===== src/rtl/ebpf_alu32_shift_stage_if.sv =====
// rtl/ebpf_alu32_shift_stage_if.sv - op/result/shifter bundle for the eBPF ALU32 shift stage
//
// Purpose: groups the upstream op handshake, the external right-shifter
// connection and the downstream result handshake of ebpf_alu32_shift_stage.
//
// Signals:
//   in_valid / in_ready        op handshake (in_ready driven by the stage)
//   in_op                      00=LSH 01=RSH 10=ARSH 11=illegal
//   in_src_imm                 1: amount from in_imm, 0: from in_src
//   in_dst, in_src, in_imm     operands (only low bits are consumed)
//   in_rd                      destination register index
//   rsh_a, rsh_b               operand/amount driven to the external shifter
//   rsh_c                      shifter result returned to the stage
//   out_valid / out_ready      result handshake (out_ready driven by consumer)
//   out_data, out_rd           zero-extended result and destination index
//   out_illegal                op was illegal
//
// Modports: slave = the shift stage, master = its environment.

interface ebpf_alu32_shift_stage_if #(
  parameter int REG_IDX_W = 4
);
  logic                 in_valid;
  logic                 in_ready;
  logic [1:0]           in_op;
  logic                 in_src_imm;
  logic [63:0]          in_dst;
  logic [63:0]          in_src;
  logic [31:0]          in_imm;
  logic [REG_IDX_W-1:0] in_rd;

  logic [31:0]          rsh_a;
  logic [31:0]          rsh_b;
  logic [31:0]          rsh_c;

  logic                 out_valid;
  logic                 out_ready;
  logic [63:0]          out_data;
  logic [REG_IDX_W-1:0] out_rd;
  logic                 out_illegal;

  modport slave (
    input  in_valid, in_op, in_src_imm, in_dst, in_src, in_imm, in_rd,
    output in_ready,
    output rsh_a, rsh_b,
    input  rsh_c,
    output out_valid, out_data, out_rd, out_illegal,
    input  out_ready
  );

  modport master (
    output in_valid, in_op, in_src_imm, in_dst, in_src, in_imm, in_rd,
    input  in_ready,
    input  rsh_a, rsh_b,
    output rsh_c,
    input  out_valid, out_data, out_rd, out_illegal,
    output out_ready
  );
endinterface


===== src/rtl/ebpf_alu32_shift_stage.sv =====
// rtl/ebpf_alu32_shift_stage.sv - two-stage eBPF ALU32 LSH/RSH/ARSH execute stage
//
// Purpose: stage 1 latches and masks the operands and presents them to an
// external combinational 32-bit logical right shifter; stage 2 captures the
// shifter output, applies the ARSH sign fill (or computes LSH locally) and
// presents the result zero-extended to 64 bits. One op per cycle, in order.
//
// Ports:
//   clk    clock
//   rst    synchronous active-high reset
//   flush  synchronous flush; drops every in-flight op
//   bus    ebpf_alu32_shift_stage_if.slave (op in, shifter link, result out)

module ebpf_alu32_shift_stage #(
  parameter int REG_IDX_W = 4
) (
  input  logic clk,
  input  logic rst,
  input  logic flush,
  ebpf_alu32_shift_stage_if.slave bus
);

  typedef enum logic [1:0] {
    OP_LSH  = 2'b00,
    OP_RSH  = 2'b01,
    OP_ARSH = 2'b10,
    OP_ILL  = 2'b11
  } op_e;

  // stage 1
  logic                 s1_valid;
  op_e                  s1_op;
  logic [REG_IDX_W-1:0] s1_rd;
  logic [31:0]          s1_a;
  logic [4:0]           s1_amt;

  // stage 2 (doubles as the output register)
  logic                 s2_valid;
  logic [31:0]          s2_res;
  logic [REG_IDX_W-1:0] s2_rd;
  logic                 s2_ill;

  logic                 s2_adv;
  logic                 s1_adv;
  logic                 accept;
  logic [4:0]           in_amt;
  logic [31:0]          res;
  logic                 res_ill;

  // Bits outside the architectural operand/amount fields are ignored.
  logic                 unused_in_bits;
  assign unused_in_bits = ^{bus.in_dst[63:32], bus.in_src[63:5], bus.in_imm[31:5]};

  assign s2_adv = !s2_valid || bus.out_ready;
  assign s1_adv = !s1_valid || s2_adv;
  assign accept = bus.in_valid && s1_adv;

  assign bus.in_ready = s1_adv;

  // eBPF ALU32 shifts are mod 32, so only the low five bits matter.
  assign in_amt = bus.in_src_imm ? bus.in_imm[4:0] : bus.in_src[4:0];

  assign bus.rsh_a = s1_a;
  assign bus.rsh_b = {27'b0, s1_amt};

  assign bus.out_valid   = s2_valid;
  assign bus.out_data    = {32'b0, s2_res};
  assign bus.out_rd      = s2_rd;
  assign bus.out_illegal = s2_ill;

  // Result select. The external shifter only does logical right shifts;
  // ARSH ORs in the vacated high bits when the operand is negative, and LSH
  // never uses the shifter. With amt=0 the fill mask is zero, so ARSH
  // degenerates to the plain operand like the other ops.
  always_comb begin
    res     = '0;
    res_ill = 1'b0;
    case (s1_op)
      OP_LSH:  res = s1_a << s1_amt;
      OP_RSH:  res = bus.rsh_c;
      OP_ARSH: res = bus.rsh_c | (s1_a[31] ? ~(32'hFFFF_FFFF >> s1_amt) : 32'h0);
      OP_ILL: begin
        res     = '0;
        res_ill = 1'b1;
      end
    endcase
  end

  always_ff @(posedge clk) begin
    if (rst) begin
      s1_valid <= 1'b0;
      s1_op    <= OP_LSH;
      s1_rd    <= '0;
      s1_a     <= '0;
      s1_amt   <= '0;
      s2_valid <= 1'b0;
      s2_res   <= '0;
      s2_rd    <= '0;
      s2_ill   <= 1'b0;
    end else begin
      if (flush) begin
        // Data registers are left alone; only the valids matter.
        s1_valid <= 1'b0;
        s2_valid <= 1'b0;
      end else begin
        if (s2_adv) begin
          s2_valid <= s1_valid;
        end
        if (s1_adv) begin
          s1_valid <= accept;
        end
      end

      if (s1_valid && s2_adv && !flush) begin
        s2_res <= res;
        s2_rd  <= s1_rd;
        s2_ill <= res_ill;
      end

      if (accept && !flush) begin
        s1_op  <= op_e'(bus.in_op);
        s1_rd  <= bus.in_rd;
        s1_a   <= bus.in_dst[31:0];
        s1_amt <= in_amt;
      end
    end
  end

endmodule

===== src/flat_wrapper.sv =====
// flat-port wrapper written by rule: the top's interface ports become plain ports
module ebpf_alu32_shift_stage_flat 
#(
  parameter int REG_IDX_W = 4
)
  (clk, rst, flush, bus_in_valid, bus_in_op, bus_in_src_imm, bus_in_dst, bus_in_src, bus_in_imm, bus_in_rd, bus_in_ready, bus_rsh_a, bus_rsh_b, bus_rsh_c, bus_out_valid, bus_out_data, bus_out_rd, bus_out_illegal, bus_out_ready);
  ebpf_alu32_shift_stage_if #(.REG_IDX_W(REG_IDX_W)) bus_i ();
  input  logic clk;
  input  logic rst;
  input  logic flush;
  input wire logic [$bits(bus_i.in_valid)-1:0] bus_in_valid;
  input wire logic [$bits(bus_i.in_op)-1:0] bus_in_op;
  input wire logic [$bits(bus_i.in_src_imm)-1:0] bus_in_src_imm;
  input wire logic [$bits(bus_i.in_dst)-1:0] bus_in_dst;
  input wire logic [$bits(bus_i.in_src)-1:0] bus_in_src;
  input wire logic [$bits(bus_i.in_imm)-1:0] bus_in_imm;
  input wire logic [$bits(bus_i.in_rd)-1:0] bus_in_rd;
  output wire logic [$bits(bus_i.in_ready)-1:0] bus_in_ready;
  output wire logic [$bits(bus_i.rsh_a)-1:0] bus_rsh_a;
  output wire logic [$bits(bus_i.rsh_b)-1:0] bus_rsh_b;
  input wire logic [$bits(bus_i.rsh_c)-1:0] bus_rsh_c;
  output wire logic [$bits(bus_i.out_valid)-1:0] bus_out_valid;
  output wire logic [$bits(bus_i.out_data)-1:0] bus_out_data;
  output wire logic [$bits(bus_i.out_rd)-1:0] bus_out_rd;
  output wire logic [$bits(bus_i.out_illegal)-1:0] bus_out_illegal;
  input wire logic [$bits(bus_i.out_ready)-1:0] bus_out_ready;
  assign bus_i.in_valid = bus_in_valid;
  assign bus_i.in_op = bus_in_op;
  assign bus_i.in_src_imm = bus_in_src_imm;
  assign bus_i.in_dst = bus_in_dst;
  assign bus_i.in_src = bus_in_src;
  assign bus_i.in_imm = bus_in_imm;
  assign bus_i.in_rd = bus_in_rd;
  assign bus_in_ready = bus_i.in_ready;
  assign bus_rsh_a = bus_i.rsh_a;
  assign bus_rsh_b = bus_i.rsh_b;
  assign bus_i.rsh_c = bus_rsh_c;
  assign bus_out_valid = bus_i.out_valid;
  assign bus_out_data = bus_i.out_data;
  assign bus_out_rd = bus_i.out_rd;
  assign bus_out_illegal = bus_i.out_illegal;
  assign bus_i.out_ready = bus_out_ready;
  ebpf_alu32_shift_stage #(.REG_IDX_W(REG_IDX_W)) u_core (.clk(clk), .rst(rst), .flush(flush), .bus(bus_i));
endmodule

===== config.mk =====
export PLATFORM = sky130hd
export DESIGN_NAME = ebpf_alu32_shift_stage_flat
export DESIGN_NICKNAME = d
export VERILOG_FILES = /design/src/rtl/ebpf_alu32_shift_stage_if.sv /design/src/rtl/ebpf_alu32_shift_stage.sv /design/src/flat_wrapper.sv
export SDC_FILE = /design/constraint.sdc
export NUM_CORES = 1
export LEC_CHECK = 0
export ABC_CLOCK_PERIOD_IN_PS = 2900
export CAP_MARGIN = 40
export CELL_PAD_IN_SITES_DETAIL_PLACEMENT = 1
export CELL_PAD_IN_SITES_GLOBAL_PLACEMENT = 1
export CORE_MARGIN = 2
export CORE_UTILIZATION = 27
export CTS_CLUSTER_SIZE = 20
export DETAILED_ROUTE_END_ITERATION = 10
export PLACE_DENSITY_LB_ADDON = 0.1
export SYNTH_ARGS = -nofsm -noshare
export SYNTH_HDL_FRONTEND = slang
export SYNTH_SLANG_ARGS = --single-unit
export TNS_END_PERCENT = 5

===== constraint.sdc =====
create_clock -name clk -period 2.9 [get_ports clk]
set_clock_uncertainty 0.15 [all_clocks]
set_input_delay 0.58 -clock clk [delete_from_list [all_inputs] [get_ports clk]]
set_output_delay 0.58 -clock clk [all_outputs]
set_load 0.02 [all_outputs]

==> results.tsv <==
metric	value	unit
worst_pin_slew	870	ps
finalSetupViolations	0	
grt_start_max_net_pins	49	
io_buffer_count	161	
io_pins	339	
viasPerCell	5.14	
avgSynthCellArea	8.44	um2
post-route-min-period	2770	ps
gr-total-overflow	0	
period_share	0.954	
clk_path_buf_depth	2	
final_util	0.370	
cts_resized	0	
syn_inst	714	
grt_setup_unrepaired	no	
r2r-end	u_core.s2_res[17]	
holdBufCountCts	0	
r2r.worst_path.cells	7	
worstReg2RegStart	u_core.s1_amt[1]	
drv_cap	0	
status	completed	
drive_above_1_share	0.117	
synth_area	6030	um2
rows	54	
nets	1061	
routed_wl	23700	um
grt_pass1_vias	6042	
final_common_cell	clkdlybuf4s50_1	
initial_core_util	0.275	
yosysTopAreaCellShare	0.272	
drv_slew	0	
rrSetupSlack	180	ps
h-tree-depth	3	
num_vias	5869	
power_leakage	0.00293	uW
synth-edff-count	0	
irDropWorstVdd	0.000266	V
die_area	23500	um2
wl_per_cell	20.7	um
hold_viol	0	
cts_setup_buffers	0	
cp-startpoint	bus_out_ready	
critical_path_arrival	2040	ps
yosys-top-cells-area	dfxtp_1 (27%), mux4_2 (9.7%), buf_4 (7.8%)	
relSlewSlack	0.420	
gp_congestion	0.863	
total_power	3380	uW
cts_tree	built	
core	21900	um2
first_iter_violations	395	
worstSetupStartpointType	primary input	
clk-insertion-delay-late	350	ps
area_delta_synth_final	34.4	%
stdcell_area	8100	um2
fin_hold_ws	307	ps
drc_errors	0	
hpwl	17700	um
critPathKind	primary input to primary output	
critPathCaptureType	primary output	
antenna_found_initial	0	
drt_first_pass_iters	5	
required	2170	ps
grt_pass1_wl	36400	um
synth_warnings	0	
final_cell_mix	clkdlybuf4s50_1 (160), nand2_1 (106), a21oi_1 (80)	
fin_setup_tns	0	ps
die_height	153	um
clock.fmax	361	MHz
cts.sink_count	82	
hp-start	u_core.s1_rd[0]	
yosys_register_bits	82	
path_max_fanout	5	
numCtsBuffers	9	
path_clk_slew	60	ps
power_density	417	nW/um2
synth_area_leader_cell	dfxtp_1	
clockRootBuffer	clkbuf_16	
async_reset_ff_frac	0	
antenna_cells	0	
whs_endpoint	u_core.s1_rd[0]	
place_area	7780	um2
final_antenna_net_count	0	
ys.flop_type	dfxtp_1	
grtUsageTotal	0.198	
synth_cell_type_count	56	
ys_seq_area_frac	0.272	
die_w	153	um
min_delay_path_depth	2	
hold_path.class	flop to flop	
-- worst max path at each step --
stage / slack [ps] / end
3_5_place_dp: 150 / bus_in_ready
5_1_grt: 40 / bus_in_ready
4_1_cts: 140 / bus_in_ready
3_3_place_gp: 140 / u_core.s2_res[17]
2_1_floorplan: 660 / u_core.s2_res[29]
6_report: 130 / bus_in_ready
-- per-stage QoR --
step,worst slack [ps],instances
2_1_floorplan,664,772
3_3_place_gp,139,1124
3_5_place_dp,146,1125
4_1_cts,137,1141
5_1_grt,40.5,1142
6_report,133,1142
-- power breakdown --
group / total, uW / internal [uW] / switching, uW
combinational: 899 / 400 / 500
sequential: 1250 / 1170 / 81.0
clock: 1230 / 718 / 508
-- cells by family after synthesis --
kind of cell,count (synthesis),synth area share
AOI/OAI and AO/OA,181,0.183
xor gates and xnor gates,2,0.00291
buffers and inverters,132,0.130
DFF,82,0.272
muxes,84,0.238
other,1,0.000622
and+or+nand+nor,232,0.173
-- layer usage --
metal / GRT usage / up-vias / wire length (um)
met1: 0.268 / 2894 / 11000
met2: 0.323 / 184 / 11300
met4: 0.0633 / 0 / 322
met5: 0 / - / 0
met3: 0.0346 / 14 / 1070
li1: - / 2777 / -
-- Yosys cell counts (3+ instances only) --
master and instances:
a221oi_1 4, buf_1 6, mux2_2 8, nand2b_1 7, buf_4 63, buf_6 3, or2_2 3, o21ai_0 37
nor2b_1 8, and3_1 3, a21oi_1 80, inv_1 4, or3_1 4, nor3_1 21, dfxtp_1 82, nand3_1 12
a22oi_1 3, clkbuf_1 42, mux2i_1 34, nand2_1 106, mux4_2 26, a311oi_1 10, a211oi_1 15, buf_2 12
o22ai_1 4, o221ai_1 7, mux4_1 16, nor2_1 53, a21o_1 3
-- layout make-up --
class / instances / area (um2)
Fill cell: 2570 / 13800
Clock buffer: 11 / 253
Multi-Input combinational cell: 558 / 3820
Sequential cell: 82 / 1650
Timing Repair Buffer: 201 / 1940
Clock inverter: 5 / 62.6
Tap cell: 280 / 350
Inverter: 5 / 18.8
-- registers in the layout (all words and copies together), names as in the netlist --
signal                  count
u_core.s1_amt               5
u_core.s1_op                2
u_core.s1_valid             1
u_core.bus.out_rd           4
u_core.s2_res              32
u_core.bus.rsh_a           32
u_core.bus.out_illegal      1
u_core.s1_rd                4
u_core.bus.out_valid        1
-- critical path, cell delays in order --
cell	delay [ps]
clkdlybuf4s50_1	400
nor2b_1	320
nand2_1	160
clkdlybuf4s50_1	570
(Power assumes the default switching activity.)
